`src/rtl/font_rom_arbiter.sv`:
```
// Font ROM arbiter: shares one synchronous font ROM between the real-time pixel
// path (P, priority) and the status-text engine (S, bounded wait, forced grant).
module font_rom_arbiter #(
  parameter int ADDR_W     = 11,
  parameter int DATA_W     = 8,
  parameter int S_MAX_WAIT = 16,
  parameter int MISS_W     = 16
) (
  input  logic              clk,
  input  logic              rst,
  input  logic [ADDR_W-1:0] p_addr,
  input  logic              s_req,
  input  logic [ADDR_W-1:0] s_addr,
  output logic              s_gnt,
  output logic [ADDR_W-1:0] rom_addr,
  input  logic [DATA_W-1:0] rom_data,
  output logic [DATA_W-1:0] p_data,
  output logic              p_valid,
  output logic              p_miss,
  output logic [DATA_W-1:0] s_data,
  output logic              s_valid,
  output logic [MISS_W-1:0] miss_cnt,
  output logic [1:0]        fsm_state
);

  // Handshake: S holds s_req high with s_addr stable until the cycle s_gnt is
  // high; that cycle's read completes with s_valid three cycles later.
  typedef enum logic [1:0] {
    S_IDLE  = 2'd0,
    S_WAIT  = 2'd1,
    S_FORCE = 2'd2
  } s_state_t;

  localparam logic [7:0]        MAX_WAIT = 8'(S_MAX_WAIT);
  localparam logic [MISS_W-1:0] MISS_MAX = {MISS_W{1'b1}};
  localparam logic [MISS_W-1:0] MISS_ONE = MISS_W'(1);

  s_state_t   state, state_next;
  logic [7:0] wait_cnt, wait_next;
  logic       p_req, grant_p, grant_s, miss;
  logic [2:0] tag1, tag2;  // {p, s, miss}

  assign p_req     = |p_addr;
  assign s_gnt     = grant_s;
  assign fsm_state = state;

  always_comb begin
    grant_p = 1'b0;
    grant_s = 1'b0;
    miss    = 1'b0;
    if (!rst) begin
      if (state == S_FORCE && s_req) begin
        grant_s = 1'b1;
        miss    = p_req;
      end else if (p_req) begin
        grant_p = 1'b1;
      end else if (s_req) begin
        grant_s = 1'b1;
      end
    end
  end

  always_comb begin
    state_next = state;
    wait_next  = wait_cnt;
    case (state)
      S_IDLE: begin
        if (s_req && !grant_s) begin
          wait_next  = 8'd1;
          state_next = (MAX_WAIT <= 8'd1) ? S_FORCE : S_WAIT;
        end
      end
      S_WAIT: begin
        if (!s_req || grant_s) begin
          wait_next  = 8'd0;
          state_next = S_IDLE;
        end else begin
          wait_next = wait_cnt + 8'd1;
          if (wait_next >= MAX_WAIT) state_next = S_FORCE;
        end
      end
      default: begin
        wait_next  = 8'd0;
        state_next = S_IDLE;
      end
    endcase
  end

  always_ff @(posedge clk) begin
    if (rst) begin
      state    <= S_IDLE;
      wait_cnt <= 8'd0;
      rom_addr <= '0;
      tag1     <= 3'b000;
      tag2     <= 3'b000;
      p_data   <= '0;
      s_data   <= '0;
      p_valid  <= 1'b0;
      s_valid  <= 1'b0;
      p_miss   <= 1'b0;
      miss_cnt <= '0;
    end else begin
      state    <= state_next;
      wait_cnt <= wait_next;
      rom_addr <= grant_s ? s_addr : (grant_p ? p_addr : '0);
      tag1     <= {grant_p, grant_s, miss};
      tag2     <= tag1;
      // tag2 belongs to the read whose ROM row is on rom_data now
      p_valid  <= tag2[2];
      s_valid  <= tag2[1];
      p_miss   <= tag2[0];
      if (tag2[2]) p_data <= rom_data;
      if (tag2[1]) s_data <= rom_data;
      if (tag2[0] && miss_cnt != MISS_MAX) miss_cnt <= miss_cnt + MISS_ONE;
    end
  end

endmodule

```
`config.mk`:
```
export PLATFORM = sky130hd
export DESIGN_NAME = font_rom_arbiter
export DESIGN_NICKNAME = d
export VERILOG_FILES = /design/src/rtl/font_rom_arbiter.sv
export SDC_FILE = /design/constraint.sdc
export NUM_CORES = 1
export LEC_CHECK = 0
export BUFFER_PORTS_ARGS = -buffer_cell sky130_fd_sc_hd__buf_2
export CAP_MARGIN = 25
export CORE_ASPECT_RATIO = 1.2
export CORE_MARGIN = 5
export CORE_UTILIZATION = 50
export DETAILED_ROUTE_END_ITERATION = 8
export GPL_ROUTABILITY_DRIVEN = 1
export PLACE_DENSITY_LB_ADDON = 0.2
export RECOVER_POWER = 50
export SLEW_MARGIN = 20
export SYNTH_ARGS = -nofsm -noshare
export SYNTH_HDL_FRONTEND = slang
export SYNTH_SLANG_ARGS = --single-unit
```
`constraint.sdc`:
```
create_clock -name clk -period 2.7 [get_ports clk]
set_clock_uncertainty 0.15 [all_clocks]
set_input_delay 0 -clock clk [delete_from_list [all_inputs] [get_ports clk]]
set_output_delay 0 -clock clk [all_outputs]
set_load 0.1 [all_outputs]
```
==> run metrics <==
largest net degree at the start of global routing 44; RSZ-0062 raised after global routing no; Largest delay share family, worst path compound AO/OA/AOI/OAI gates; largest stage delay on the critical path 0.80 ns; xor and xnor area share after synthesis 3.46%; HPWL after DPL 4080 um; largest family of logic cells by synthesized area simple AND/OR/NAND/NOR gates; post-synthesis cell count 265; drt pass-1 iters 4; initial antenna violation count 0; Final min period 2.53 ns; Mean Syn Cell Area 9.54 um^2; reg-to-reg startpoint fsm_state[0]; share of layout cells above drive strength 1 23.0%; Final Max Tran Viols 0; R2R setup slack 0.17 ns; capturing point of the worst reg2reg path rom_addr[10]; Antenna diodes 0; critical setup path kind register to register; gr usage total 20.7%; area growth from synthesis to layout 35.7%; Vias per Instance 5.28; worst-path fanout max 12; setup violators final 0; maxcap violations 0; CTS tree yes; Worst Tran Pin Value 1.22 ns; Worst setup EP type register; worst min-delay path category input pin to register; Ports 82; full die area 6590 um^2; DRT antenna net count 0; clock-pin slew on the worst setup and hold paths 0.07 ns; CTS Buf Count 9; peak supply drop 0.741 mV; Final Hold Fails 0; Arr. time, crit path 2.66 ns; core area 4940 um^2; register bit total from synthesis 62; Residual DRC 0; Ys Warns 0; Worst path depth 4; fmax 0.395 GHz; Longest Clk Path Bufs 2; Netlist cell types 44; crit path buf inv count 2; Initial Utilization 51.2%; initial DRC count 103; placed inst area 2930 um^2; CP endpoint rom_addr[10]; total design power 0.00213 W; cell area after layout 3430 um^2; Detailed Route WL 6290 um; Wirelength per Cell 14.3 um; Worst Setup Start Kind register; register area share after synthesis 49.1%; vias in the first global route 2,297; Crit path required time 2.82 ns; ys async rst share 0%; Tcrit/Tclk final 93.9%; row count 28; root buf cell clkbuf_8; Reg2Reg Depth 4; EDFF count, synth 0; CTS Sinks 62; H-tree Lvls 3; CP cell instances inv_1 -> a311oi_2 -> a22o_2 -> dlygate4sd3_1; fin nets 409; CP Launch Point fsm_state[0]; Die W 74.9 um; cell area power density 620 nW/um^2; Slowest cell on crit path a311oi_2; status completed; final setup TNS 0 ns; net count after synthesis 300; Fillers 398; Worst-Skew Late Latency 0.33 ns; leakage 1.38 nW; first-pass GRT wire length 10,400 um; Die Height 87.9 um; post-synthesis mux area share 7.17%; GPL Wtd Cong 0.841; grt total ovfl 0; synthesized area 2530 um^2; Simple-Gate Fraction of Synth Area 21.0%; Slew HR 19.1%; Adder-Cell Fraction of Synth Area 0.990%; number of port buffers 81; PostCTS Resize Cnt 0; compound-gate portion of the synthesized area 14.1%; setup bufs post-CTS 0; predominant post-synthesis flop cell dfxtp_1; Vias 2,320
[layer usage]
layer,part of all wire (%),vias to the layer above,GRT usage (%)
li1,-,1164,-
met1,39,1090,23.0
met2,53,57,36.1
met3,6.0,9,7.35
met4,1.4,0,7.12
met5,0,-,0
[synth_stat cells, types with 2 or more instances]
master / instances / area (um^2)
a21oi_1: 8 / 40.0
a22o_2: 11 / 110
a311oi_1: 2 / 17.5
a31oi_1: 4 / 25.0
and2_1: 2 / 12.5
and3_1: 6 / 37.5
buf_1: 2 / 7.51
buf_4: 3 / 22.5
buf_6: 3 / 33.8
clkbuf_1: 7 / 26.3
dfxtp_1: 62 / 1240
ha_1: 2 / 25.0
inv_1: 3 / 11.3
mux2i_1: 17 / 170
nand2_1: 15 / 56.3
nand3_1: 15 / 75.1
nand4_1: 2 / 12.5
nor2_1: 38 / 143
nor2b_1: 7 / 43.8
nor3_1: 6 / 30.0
o2111ai_1: 3 / 26.3
o21ai_0: 7 / 35.0
o311ai_0: 2 / 17.5
or2_2: 2 / 12.5
or3_1: 7 / 43.8
or4_1: 3 / 22.5
xor2_1: 9 / 78.8
[where the power goes]
group / internal, W / switching, W / total (W)
logic: 0.0000735 / 0.000170 / 0.000244
clock network: 0.000594 / 0.000343 / 0.000938
registers: 0.000934 / 0.0000132 / 0.000947
[worst min path at each step]
stage               startpoint  depth (start not counted)     endpoint  slack (ns)
floorplan            p_addr[0]                          1  rom_addr[0]       -0.02
global placement     s_addr[4]                          2  rom_addr[4]        0.07
detailed placement   s_addr[7]                          2  rom_addr[7]        0.07
CTS                        rst                          2    s_data[6]        0.08
global route         p_addr[1]                          6  wait_cnt[7]        0.11
finish                     rst                          2  miss_cnt[7]        0.08
[layout by cell type (no fill, tap or decap), types with 4 or more instances in the layout]
| cell | n |
|---|---|
| o21ai_0 | 7 |
| dlygate4sd3_1 | 31 |
| a31oi_1 | 4 |
| nand3_1 | 15 |
| and3_1 | 6 |
| mux2i_1 | 17 |
| buf_2 | 47 |
| xor2_1 | 9 |
| nor3_1 | 6 |
| nor2b_1 | 7 |
| nor2_1 | 38 |
| a22o_2 | 11 |
| nand2_1 | 15 |
| clkbuf_8 | 12 |
| dfxtp_1 | 59 |
| or3_1 | 7 |
| clkbuf_1 | 35 |
| a21oi_1 | 8 |
[kinds of logic after synthesis]
group	Yosys count
and+or+nand+nor	108
DFF	62
AOI/OAI and AO/OA	46
buffers and inverters	19
muxes	18
xor gates and xnor gates	10
adders and majority gates	2
[state kept, by name, summed over array words and instances (netlist names)]
signal,flops
p_data,8
p_miss,1
fsm_state,2
p_valid,1
wait_cnt,8
s_data,8
tag2,3
rom_addr,11
miss_cnt,16
s_valid,1
tag1,3
[worst reg2reg max path: cells and delay by family (launching register included)]
family | cells | cell delay, ns
AO/OA/AOI/OAI | 2 | 1.07
flip-flops | 1 | 0.54
buffers and inverters | 2 | 0.71
[final cells by class]
cell class	count	area (um^2)	area share, %
inverters	4	15.0	0.437
repair buffers	113	681	19.8
clock inverters	3	65.1	1.90
well taps	60	75.1	2.19
multi-input cells	184	1180	34.5
clock buffers	13	169	4.92
flip-flops and latches	62	1240	36.3
[per-stage QoR]
step           cells  setup WS (ns)  utilization [%]  hold slack, ns
4_1_cts          439          0.211             70.3          0.0778
3_3_place_gp     392          0.676             59.3          0.0715
6_report         439          0.166             69.5          0.0780
3_5_place_dp     392          0.645             59.3          0.0739
2_1_floorplan    265         0.0193                -         -0.0191
5_1_grt          439         0.0164             69.5           0.114
[repair_timing]
action / 4_1_cts / 5_1_grt
hold buffers: 31 / 0
endpoints found under the setup margin: 0 / 0
hold endpoints to repair: 36 / 0
No activity file was read; power rests on OpenSTA's default activity.
